===== config.mk =====
export PLATFORM = sky130hd
export DESIGN_NAME = rv32i_multicycle_controller_flat
export DESIGN_NICKNAME = d
export VERILOG_FILES = /design/src/rtl/alu_types.sv /design/src/rtl/rv32i_types.sv /design/src/rtl/rv32i_multicycle_controller_if.sv /design/src/rtl/alu_decoder.sv /design/src/rtl/rv32i_multicycle_controller.sv /design/src/flat_wrapper.sv
export SDC_FILE = /design/constraint.sdc
export NUM_CORES = 1
export LEC_CHECK = 0
export BUFFER_PORTS_ARGS = -buffer_cell sky130_fd_sc_hd__buf_2
export CAP_MARGIN = 20
export CELL_PAD_IN_SITES_DETAIL_PLACEMENT = 0
export CELL_PAD_IN_SITES_GLOBAL_PLACEMENT = 1
export CORE_MARGIN = 2
export CORE_UTILIZATION = 35
export DETAILED_ROUTE_END_ITERATION = 16
export MAX_ROUTING_LAYER = met4
export PLACE_DENSITY_LB_ADDON = 0.3
export SLEW_MARGIN = 20
export SYNTH_ARGS = -nofsm -noshare
export SYNTH_HDL_FRONTEND = slang
export SYNTH_HIERARCHICAL = 1
export SYNTH_SLANG_ARGS = --single-unit

===== constraint.sdc =====
create_clock -name clk -period 2.4 [get_ports clk]
set_input_delay 0.24 -clock clk [delete_from_list [all_inputs] [get_ports clk]]
set_output_delay 0.24 -clock clk [all_outputs]
set_load 0.03 [all_outputs]

===== src/rtl/alu_types.sv =====
// rtl/alu_types.sv - ALU opcode encoding shared by the control path and the ALU
package alu_types;

  typedef enum logic [3:0] {
    ALU_NONE = 4'd0,
    ALU_AND  = 4'd1,
    ALU_OR   = 4'd2,
    ALU_XOR  = 4'd3,
    ALU_SLL  = 4'd4,
    ALU_SRL  = 4'd5,
    ALU_SRA  = 4'd6,
    ALU_ADD  = 4'd7,
    ALU_SUB  = 4'd8,
    ALU_SLT  = 4'd9,
    ALU_SLTU = 4'd10
  } alu_control_t;

endpackage


===== src/rtl/rv32i_types.sv =====
// rtl/rv32i_types.sv - opcodes, controller states, mux selects and control word
package rv32i_types;
  import alu_types::*;

  typedef enum logic [6:0] {
    OP_LOAD   = 7'b0000011,
    OP_STORE  = 7'b0100011,
    OP_R      = 7'b0110011,
    OP_I      = 7'b0010011,
    OP_LUI    = 7'b0110111,
    OP_AUIPC  = 7'b0010111,
    OP_BRANCH = 7'b1100011,
    OP_JAL    = 7'b1101111,
    OP_JALR   = 7'b1100111
  } opcode_e;

  typedef enum logic [3:0] {
    S_FETCH, S_DECODE, S_MEM_ADR, S_MEM_READ, S_MEM_WB, S_MEM_WRITE,
    S_EXEC_R, S_EXEC_I, S_UPPER, S_ALU_WB, S_BRANCH, S_JALR, S_JAL, S_ERROR
  } state_e;

  localparam logic [1:0] SRC_A_PC     = 2'd0;
  localparam logic [1:0] SRC_A_OLD_PC = 2'd1;
  localparam logic [1:0] SRC_A_RS1    = 2'd2;
  localparam logic [1:0] SRC_A_ZERO   = 2'd3;

  localparam logic [1:0] SRC_B_RS2    = 2'd0;
  localparam logic [1:0] SRC_B_IMM    = 2'd1;
  localparam logic [1:0] SRC_B_FOUR   = 2'd2;

  localparam logic [1:0] RES_ALUOUT   = 2'd0;
  localparam logic [1:0] RES_MEMDATA  = 2'd1;
  localparam logic [1:0] RES_LIVE     = 2'd2;

  localparam logic [2:0] IMM_I = 3'd0;
  localparam logic [2:0] IMM_S = 3'd1;
  localparam logic [2:0] IMM_B = 3'd2;
  localparam logic [2:0] IMM_U = 3'd3;
  localparam logic [2:0] IMM_J = 3'd4;

  localparam logic ADDR_PC     = 1'b0;
  localparam logic ADDR_RESULT = 1'b1;

  // br/jal mark the states whose pc_ena is resolved outside the register
  typedef struct packed {
    alu_control_t alu;
    logic [1:0]   src_a;
    logic [1:0]   src_b;
    logic [1:0]   result_src;
    logic         mem_addr_src;
    logic         reg_write;
    logic         mem_wr_ena;
    logic         error;
    logic         br;
    logic         jal;
  } ctl_t;

  localparam ctl_t CTL_IDLE = '{alu: ALU_ADD, src_a: SRC_A_PC, src_b: SRC_B_RS2,
                                result_src: RES_ALUOUT, mem_addr_src: ADDR_PC,
                                reg_write: 1'b0, mem_wr_ena: 1'b0, error: 1'b0,
                                br: 1'b0, jal: 1'b0};

  localparam ctl_t CTL_FETCH = '{alu: ALU_ADD, src_a: SRC_A_PC, src_b: SRC_B_FOUR,
                                 result_src: RES_LIVE, mem_addr_src: ADDR_PC,
                                 reg_write: 1'b0, mem_wr_ena: 1'b0, error: 1'b0,
                                 br: 1'b0, jal: 1'b0};

  function automatic logic [2:0] imm_sel(input logic [6:0] op);
    case (op)
      OP_STORE:         return IMM_S;
      OP_BRANCH:        return IMM_B;
      OP_LUI, OP_AUIPC: return IMM_U;
      OP_JAL:           return IMM_J;
      default:          return IMM_I;
    endcase
  endfunction

endpackage


===== src/rtl/rv32i_multicycle_controller_if.sv =====
// rtl/rv32i_multicycle_controller_if.sv - controller <-> datapath/memory control bundle
interface rv32i_multicycle_controller_if;
  import alu_types::*;

  logic [31:0]  instr;
  logic         mem_ready;
  logic         alu_equal;
  logic         alu_result_lsb;
  alu_control_t alu_control;
  logic [1:0]   alu_src_a;
  logic [1:0]   alu_src_b;
  logic [1:0]   result_src;
  logic [2:0]   imm_src;
  logic         mem_addr_src;
  logic         pc_ena;
  logic         ir_write;
  logic         reg_write;
  logic         mem_wr_ena;
  logic         error;

  modport master (
    input  instr, mem_ready, alu_equal, alu_result_lsb,
    output alu_control, alu_src_a, alu_src_b, result_src, imm_src, mem_addr_src,
           pc_ena, ir_write, reg_write, mem_wr_ena, error
  );

  modport slave (
    output instr, mem_ready, alu_equal, alu_result_lsb,
    input  alu_control, alu_src_a, alu_src_b, result_src, imm_src, mem_addr_src,
           pc_ena, ir_write, reg_write, mem_wr_ena, error
  );

endinterface


===== src/rtl/alu_decoder.sv =====
// rtl/alu_decoder.sv - funct3/funct7 to ALU opcode for R-type and I-type ALU ops
module alu_decoder
  import alu_types::*;
(
  input  logic [2:0]   funct3,
  input  logic         funct7_5,
  input  logic         is_r_type,
  output alu_control_t alu_control
);

  // funct7[5] selects SUB only for R-type; shifts honour it in both forms (SRA/SRAI)
  always_comb begin
    alu_control = ALU_ADD;
    case (funct3)
      3'b000: alu_control = (is_r_type && funct7_5) ? ALU_SUB : ALU_ADD;
      3'b001: alu_control = ALU_SLL;
      3'b010: alu_control = ALU_SLT;
      3'b011: alu_control = ALU_SLTU;
      3'b100: alu_control = ALU_XOR;
      3'b101: alu_control = funct7_5 ? ALU_SRA : ALU_SRL;
      3'b110: alu_control = ALU_OR;
      default: alu_control = ALU_AND;
    endcase
  end

endmodule


===== src/rtl/rv32i_multicycle_controller.sv =====
// rtl/rv32i_multicycle_controller.sv - multi-cycle RV32I control FSM
module rv32i_multicycle_controller
  import alu_types::*, rv32i_types::*;
#(
  parameter int N = 32
) (
  input  logic                          clk,
  input  logic                          rst_n,
  rv32i_multicycle_controller_if.master bus
);

  logic [N-1:0] ir;
  logic [6:0]   opcode;
  logic [2:0]   funct3;
  logic         funct7_5;
  logic         unused_bits;

  assign ir          = bus.instr;
  assign opcode      = ir[6:0];
  assign funct3      = ir[14:12];
  assign funct7_5    = ir[30];
  assign unused_bits = ^{ir[31], ir[29:15], ir[11:7]};

  state_e       state, next_state;
  ctl_t         ctl, next_ctl;
  alu_control_t dec_alu;
  logic         taken;

  alu_decoder u_alu_decoder (
    .funct3      (funct3),
    .funct7_5    (funct7_5),
    .is_r_type   (opcode == OP_R),
    .alu_control (dec_alu)
  );

  // Phase sequencing; mem_ready only matters in the fetch and data-memory states
  always_comb begin
    next_state = state;
    case (state)
      S_FETCH:     if (bus.mem_ready) next_state = S_DECODE;
      S_DECODE: begin
        case (opcode)
          OP_LOAD, OP_STORE: next_state = S_MEM_ADR;
          OP_R:              next_state = S_EXEC_R;
          OP_I:              next_state = S_EXEC_I;
          OP_LUI, OP_AUIPC:  next_state = S_UPPER;
          OP_BRANCH:         next_state = S_BRANCH;
          OP_JAL:            next_state = S_JAL;
          OP_JALR:           next_state = S_JALR;
          default:           next_state = S_ERROR;
        endcase
      end
      S_MEM_ADR:   next_state = (opcode == OP_STORE) ? S_MEM_WRITE : S_MEM_READ;
      S_MEM_READ:  if (bus.mem_ready) next_state = S_MEM_WB;
      S_MEM_WB:    next_state = S_FETCH;
      S_MEM_WRITE: if (bus.mem_ready) next_state = S_FETCH;
      S_EXEC_R, S_EXEC_I, S_UPPER, S_JAL: next_state = S_ALU_WB;
      S_ALU_WB:    next_state = S_FETCH;
      S_BRANCH:    next_state = (funct3[2:1] == 2'b01) ? S_ERROR : S_FETCH;
      S_JALR:      next_state = S_JAL;
      default:     next_state = S_ERROR;
    endcase
  end

  // Control word for the state being entered, so outputs come straight from flops
  always_comb begin
    next_ctl = CTL_IDLE;
    case (next_state)
      S_FETCH:     next_ctl = CTL_FETCH;
      S_DECODE: begin
        next_ctl.src_a = SRC_A_OLD_PC;
        next_ctl.src_b = SRC_B_IMM;
      end
      S_MEM_ADR, S_JALR: begin
        next_ctl.src_a = SRC_A_RS1;
        next_ctl.src_b = SRC_B_IMM;
      end
      S_MEM_READ:  next_ctl.mem_addr_src = ADDR_RESULT;
      S_MEM_WB: begin
        next_ctl.result_src = RES_MEMDATA;
        next_ctl.reg_write  = 1'b1;
      end
      S_MEM_WRITE: begin
        next_ctl.mem_addr_src = ADDR_RESULT;
        next_ctl.mem_wr_ena   = 1'b1;
      end
      S_EXEC_R: begin
        next_ctl.src_a = SRC_A_RS1;
        next_ctl.alu   = dec_alu;
      end
      S_EXEC_I: begin
        next_ctl.src_a = SRC_A_RS1;
        next_ctl.src_b = SRC_B_IMM;
        next_ctl.alu   = dec_alu;
      end
      S_UPPER: begin
        next_ctl.src_a = (opcode == OP_LUI) ? SRC_A_ZERO : SRC_A_OLD_PC;
        next_ctl.src_b = SRC_B_IMM;
      end
      S_ALU_WB:    next_ctl.reg_write = 1'b1;
      S_BRANCH: begin
        next_ctl.src_a = SRC_A_RS1;
        next_ctl.br    = 1'b1;
        case (funct3[2:1])
          2'b10:   next_ctl.alu = ALU_SLT;
          2'b11:   next_ctl.alu = ALU_SLTU;
          default: next_ctl.alu = ALU_SUB;
        endcase
      end
      S_JAL: begin
        next_ctl.src_a = SRC_A_OLD_PC;
        next_ctl.src_b = SRC_B_FOUR;
        next_ctl.jal   = 1'b1;
      end
      default:     next_ctl.error = 1'b1;
    endcase
  end

  // State and registered Moore outputs advance together
  always_ff @(posedge clk or negedge rst_n) begin
    if (!rst_n) begin
      state <= S_FETCH;
      ctl   <= CTL_FETCH;
    end else begin
      state <= next_state;
      ctl   <= next_ctl;
    end
  end

  // Branch outcome from the live ALU compare; the reserved funct3 codes never take
  always_comb begin
    taken = 1'b0;
    case (funct3)
      3'b000:         taken = bus.alu_equal;
      3'b001:         taken = ~bus.alu_equal;
      3'b100, 3'b110: taken = bus.alu_result_lsb;
      3'b101, 3'b111: taken = ~bus.alu_result_lsb;
      default:        taken = 1'b0;
    endcase
  end

  assign bus.alu_control  = ctl.alu;
  assign bus.alu_src_a    = ctl.src_a;
  assign bus.alu_src_b    = ctl.src_b;
  assign bus.result_src   = ctl.result_src;
  assign bus.mem_addr_src = ctl.mem_addr_src;
  assign bus.reg_write    = ctl.reg_write;
  assign bus.mem_wr_ena   = ctl.mem_wr_ena;
  assign bus.error        = ctl.error;
  assign bus.imm_src      = imm_sel(opcode);
  assign bus.ir_write     = rst_n && (state == S_FETCH) && bus.mem_ready;
  assign bus.pc_ena       = (rst_n && (state == S_FETCH) && bus.mem_ready) ||
                            ctl.jal || (ctl.br && taken);

endmodule


===== src/flat_wrapper.sv =====
// flat-port wrapper written by rule: the top's interface ports become plain ports
module rv32i_multicycle_controller_flat import alu_types::*, rv32i_types::*;
#(
  parameter int N = 32
)
  (clk, rst_n, bus_instr, bus_mem_ready, bus_alu_equal, bus_alu_result_lsb, bus_alu_control, bus_alu_src_a, bus_alu_src_b, bus_result_src, bus_imm_src, bus_mem_addr_src, bus_pc_ena, bus_ir_write, bus_reg_write, bus_mem_wr_ena, bus_error);
  rv32i_multicycle_controller_if bus_i ();
  input  logic clk;
  input  logic rst_n;
  input wire logic [$bits(bus_i.instr)-1:0] bus_instr;
  input wire logic [$bits(bus_i.mem_ready)-1:0] bus_mem_ready;
  input wire logic [$bits(bus_i.alu_equal)-1:0] bus_alu_equal;
  input wire logic [$bits(bus_i.alu_result_lsb)-1:0] bus_alu_result_lsb;
  output wire logic [$bits(bus_i.alu_control)-1:0] bus_alu_control;
  output wire logic [$bits(bus_i.alu_src_a)-1:0] bus_alu_src_a;
  output wire logic [$bits(bus_i.alu_src_b)-1:0] bus_alu_src_b;
  output wire logic [$bits(bus_i.result_src)-1:0] bus_result_src;
  output wire logic [$bits(bus_i.imm_src)-1:0] bus_imm_src;
  output wire logic [$bits(bus_i.mem_addr_src)-1:0] bus_mem_addr_src;
  output wire logic [$bits(bus_i.pc_ena)-1:0] bus_pc_ena;
  output wire logic [$bits(bus_i.ir_write)-1:0] bus_ir_write;
  output wire logic [$bits(bus_i.reg_write)-1:0] bus_reg_write;
  output wire logic [$bits(bus_i.mem_wr_ena)-1:0] bus_mem_wr_ena;
  output wire logic [$bits(bus_i.error)-1:0] bus_error;
  assign bus_i.instr = bus_instr;
  assign bus_i.mem_ready = bus_mem_ready;
  assign bus_i.alu_equal = bus_alu_equal;
  assign bus_i.alu_result_lsb = bus_alu_result_lsb;
  assign bus_alu_control = bus_i.alu_control;
  assign bus_alu_src_a = bus_i.alu_src_a;
  assign bus_alu_src_b = bus_i.alu_src_b;
  assign bus_result_src = bus_i.result_src;
  assign bus_imm_src = bus_i.imm_src;
  assign bus_mem_addr_src = bus_i.mem_addr_src;
  assign bus_pc_ena = bus_i.pc_ena;
  assign bus_ir_write = bus_i.ir_write;
  assign bus_reg_write = bus_i.reg_write;
  assign bus_mem_wr_ena = bus_i.mem_wr_ena;
  assign bus_error = bus_i.error;
  rv32i_multicycle_controller #(.N(N)) u_core (.clk(clk), .rst_n(rst_n), .bus(bus_i));
endmodule

==> impl_results.md <==
- Status: completed
- Dpl cells: 225
- Initial antenna violation count: 0
- Crit Path Max Fanout: 15
- Mux cell area share after synthesis: 0%
- Via density: 5.13
- Fin util: 40.2%
- Die Y: 67.3 um
- Post-Synth XOR/XNOR Area: 1.87%
- Ys flop type: dfrtp_1
- # DRC: 0
- CP endpoint kind: register
- Clock Path Buffers: 2
- Grt met1 use: 20.4%
- Synth async-reset ratio: 100%
- Placed Area: 1520 um2
- Syn_nets: 196
- Vias: 1,181
- Final setup viols: 0
- Largest net degree at the start of global routing: 22
- Antenna diodes: 0
- Crit start category: register
- Vias in the first global route: 1,065
- Mapped Cells: 159
- Max_cap viols: 0
- Total track usage: 14.8%
- CTS Root Cell: clkbuf_8
- Port buffer count: 34
- CORE AREA: 3910 um2
- Non-Filler Instances: 230
- CTS H-tree lvls: 1
- Simple-gate share of the synthesized area: 26.9%
- Drt initial violations: 65
- Slew Limit Headroom: 64.1%
- Antenna Nets Post-Route: 0
- Placer Congestion: 0.839
- CTS buffer count: 3
- Worst IR Drop VDD: 0.244 mV
- Drt pass-1 iters: 4
- Largest family of logic cells by synthesized area: simple AND/OR/NAND/NOR gates
- PD cells: 970 nW/um2
- Post-Syn Area: 1400 um2
- Resized Gates After CTS: 0
- Final Cycle Share: 87.8%
- Yosys cell types: 53
- Compound-Gate Fraction of Synth Area: 24.4%
- Global route hottest layer: met2
- Post-synth EDFFs: 0
- Fin. max-slew vios: 0
- Hold Violations, Final: 0
- Met2 usage: 23.3%
- Seq/Total Area, Yosys: 36.1%
- I/O pin total: 56
- Layout cells sized above 1: 30.0%
- CTS tree: built
- Worst Max-Slew Pin Slew: 0.539 ns
- CTS Sinks: 20
- Flops & latches, synth: 20
- Post-DP HPWL: 2360 um
- Met3 Resource Use GR: 0.500%
- Unrepaired setup endpoints after global routing: no
- Clock Skew: 0.00618 ns
- Worst path arrival time: 2.24 ns
- Area grow syn2layout: 12.2%
- Avg Cell Area, Syn: 8.82 um2
- Fmax: 475 MHz
- Starting density of the core: 35.8%
- Worst min-delay path class: primary input to register
- Setup TNS: 0 ns
- Post-route design area: 1570 um2
- Die footprint: 4530 um2
- Pleak: 0.746 nW
- Gr ovfl total: 0
- Kind of critical path: register to register
- Rows: 23
- Skew-Pair Late Insertion Delay: 0.25 ns
- Die width: 67.3 um
- R2R setup slack: 0.29 ns
- Synth warnings: 6
- Final WL: 3050 um
- Final nets: 218
- Wire length of the first global-routing pass: 5060 um
- Req. time, crit path: 2.54 ns
- Filler cell count: 433
- Reg clk slew, reported paths: 0.07 ns
- DR WL/cell: 13.2 um
- Adder-cell share of the synthesized area: 0%
- Post-route minimum period: 2.11 ns
layout by cell type (no fill, tap or decap), types with 3 or more instances in the layout:
cell type	count
a21oi_1	7
clkbuf_8	3
buf_2	34
nor2_1	15
dfstp_2	5
a211o_1	3
and3_1	3
nor3_1	5
dfrtp_1	15
nand2b_1	7
nand2_1	14
inv_1	8
o21ai_0	7
nor2b_1	3
cell usage after synthesis (2+ instances only):
cell type,instances,area [um2]
nor2_1,15,56.3
o31ai_1,2,15.0
nor2b_1,3,18.8
and3b_1,2,17.5
inv_1,8,30.0
o211ai_1,2,15.0
xnor2_1,2,17.5
o21ai_1,2,10.0
o21ai_0,7,35.0
nand3_1,2,10.0
a31o_1,2,17.5
and2_1,2,12.5
a21oi_1,7,35.0
buf_4,11,82.6
nand2b_1,7,43.8
buf_2,6,30.0
nand2_1,14,52.6
and3_1,3,18.8
dfstp_2,5,131
dfrtp_1,15,375
nand3b_1,2,15.0
a211o_1,3,26.3
a41oi_1,2,17.5
nor3_1,5,25.0
nand4_1,2,12.5
cell families (layout without fill, tap and decap cells):
group | after synthesis | after routing
xor+xnor | 3 | 3
buf+inv | 27 | 48
flops | 20 | 20
simple gates | 67 | 67
compound gates | 42 | 42
power breakdown:
group / internal, mW / switching [mW] / leakage (nW)
clock network: 0.118 / 0.0924 / 0.0228
logic: 0.289 / 0.517 / 0.472
registers: 0.428 / 0.0839 / 0.251
total: 0.834 / 0.693 / 0.746
per-stage QoR:
step	hold slack [ns]	power, mW	setup WS, ns
floorplan	-0.0556	1.19	0.493
global placement	0.192	1.29	0.353
detailed placement	0.203	1.32	0.271
CTS	0.356	1.54	0.257
global route	0.390	1.66	0.0996
finish	0.365	1.53	0.293
layout make-up:
class	instances	area, um2	area share, %
clock buffers	4	45.0	2.86
inverters	9	33.8	2.15
multi-input cells	112	746	47.4
flip-flops and latches	20	507	32.2
well taps	50	62.6	3.97
repair buffers	35	180	11.4
flip-flops by register name (all words and copies together), names as in the netlist, 2 cells and up:
signal and cells:
u_core/bus.alu_control 4, u_core/state 4, u_core/bus.alu_src_a 2, u_core/bus.alu_src_b 2
u_core/bus.result_src 2, u_core/ctl 2
final timing paths:
kind,from,to,cells past startpoint
max reg2reg,u_core/state[1],u_core/bus.alu_control[3],6
min,bus_instr[5],u_core/bus.alu_src_a[1],3
min reg2reg,u_core/state[3],u_core/bus.reg_write,1
max in group asynchronous,rst_n,u_core/bus.result_src[1],2
min in group asynchronous,rst_n,u_core/bus.alu_src_a[1],2
max,u_core/state[1],u_core/bus.alu_control[3],6
routing by layer:
metal	share of wire, %	vias to the layer above
met5	0	-
met4	0.89	0
met3	3.6	2
met2	47	29
met1	48	555
li1	-	595
timing repair:
action,4_1_cts,5_1_grt
hold buffers,1,0
setup buffers,0,0
endpoints found under the hold margin,15,0
worst max-delay path: stages (launching register included):
cell,delay [ns]
dfrtp_1,0.54
nor4b_4,0.44
nand2_1,0.17
o221ai_1,0.31
a221oi_4,0.13
and3_1,0.24
a21o_1,0.16
Power figures use the tool's default switching activity.
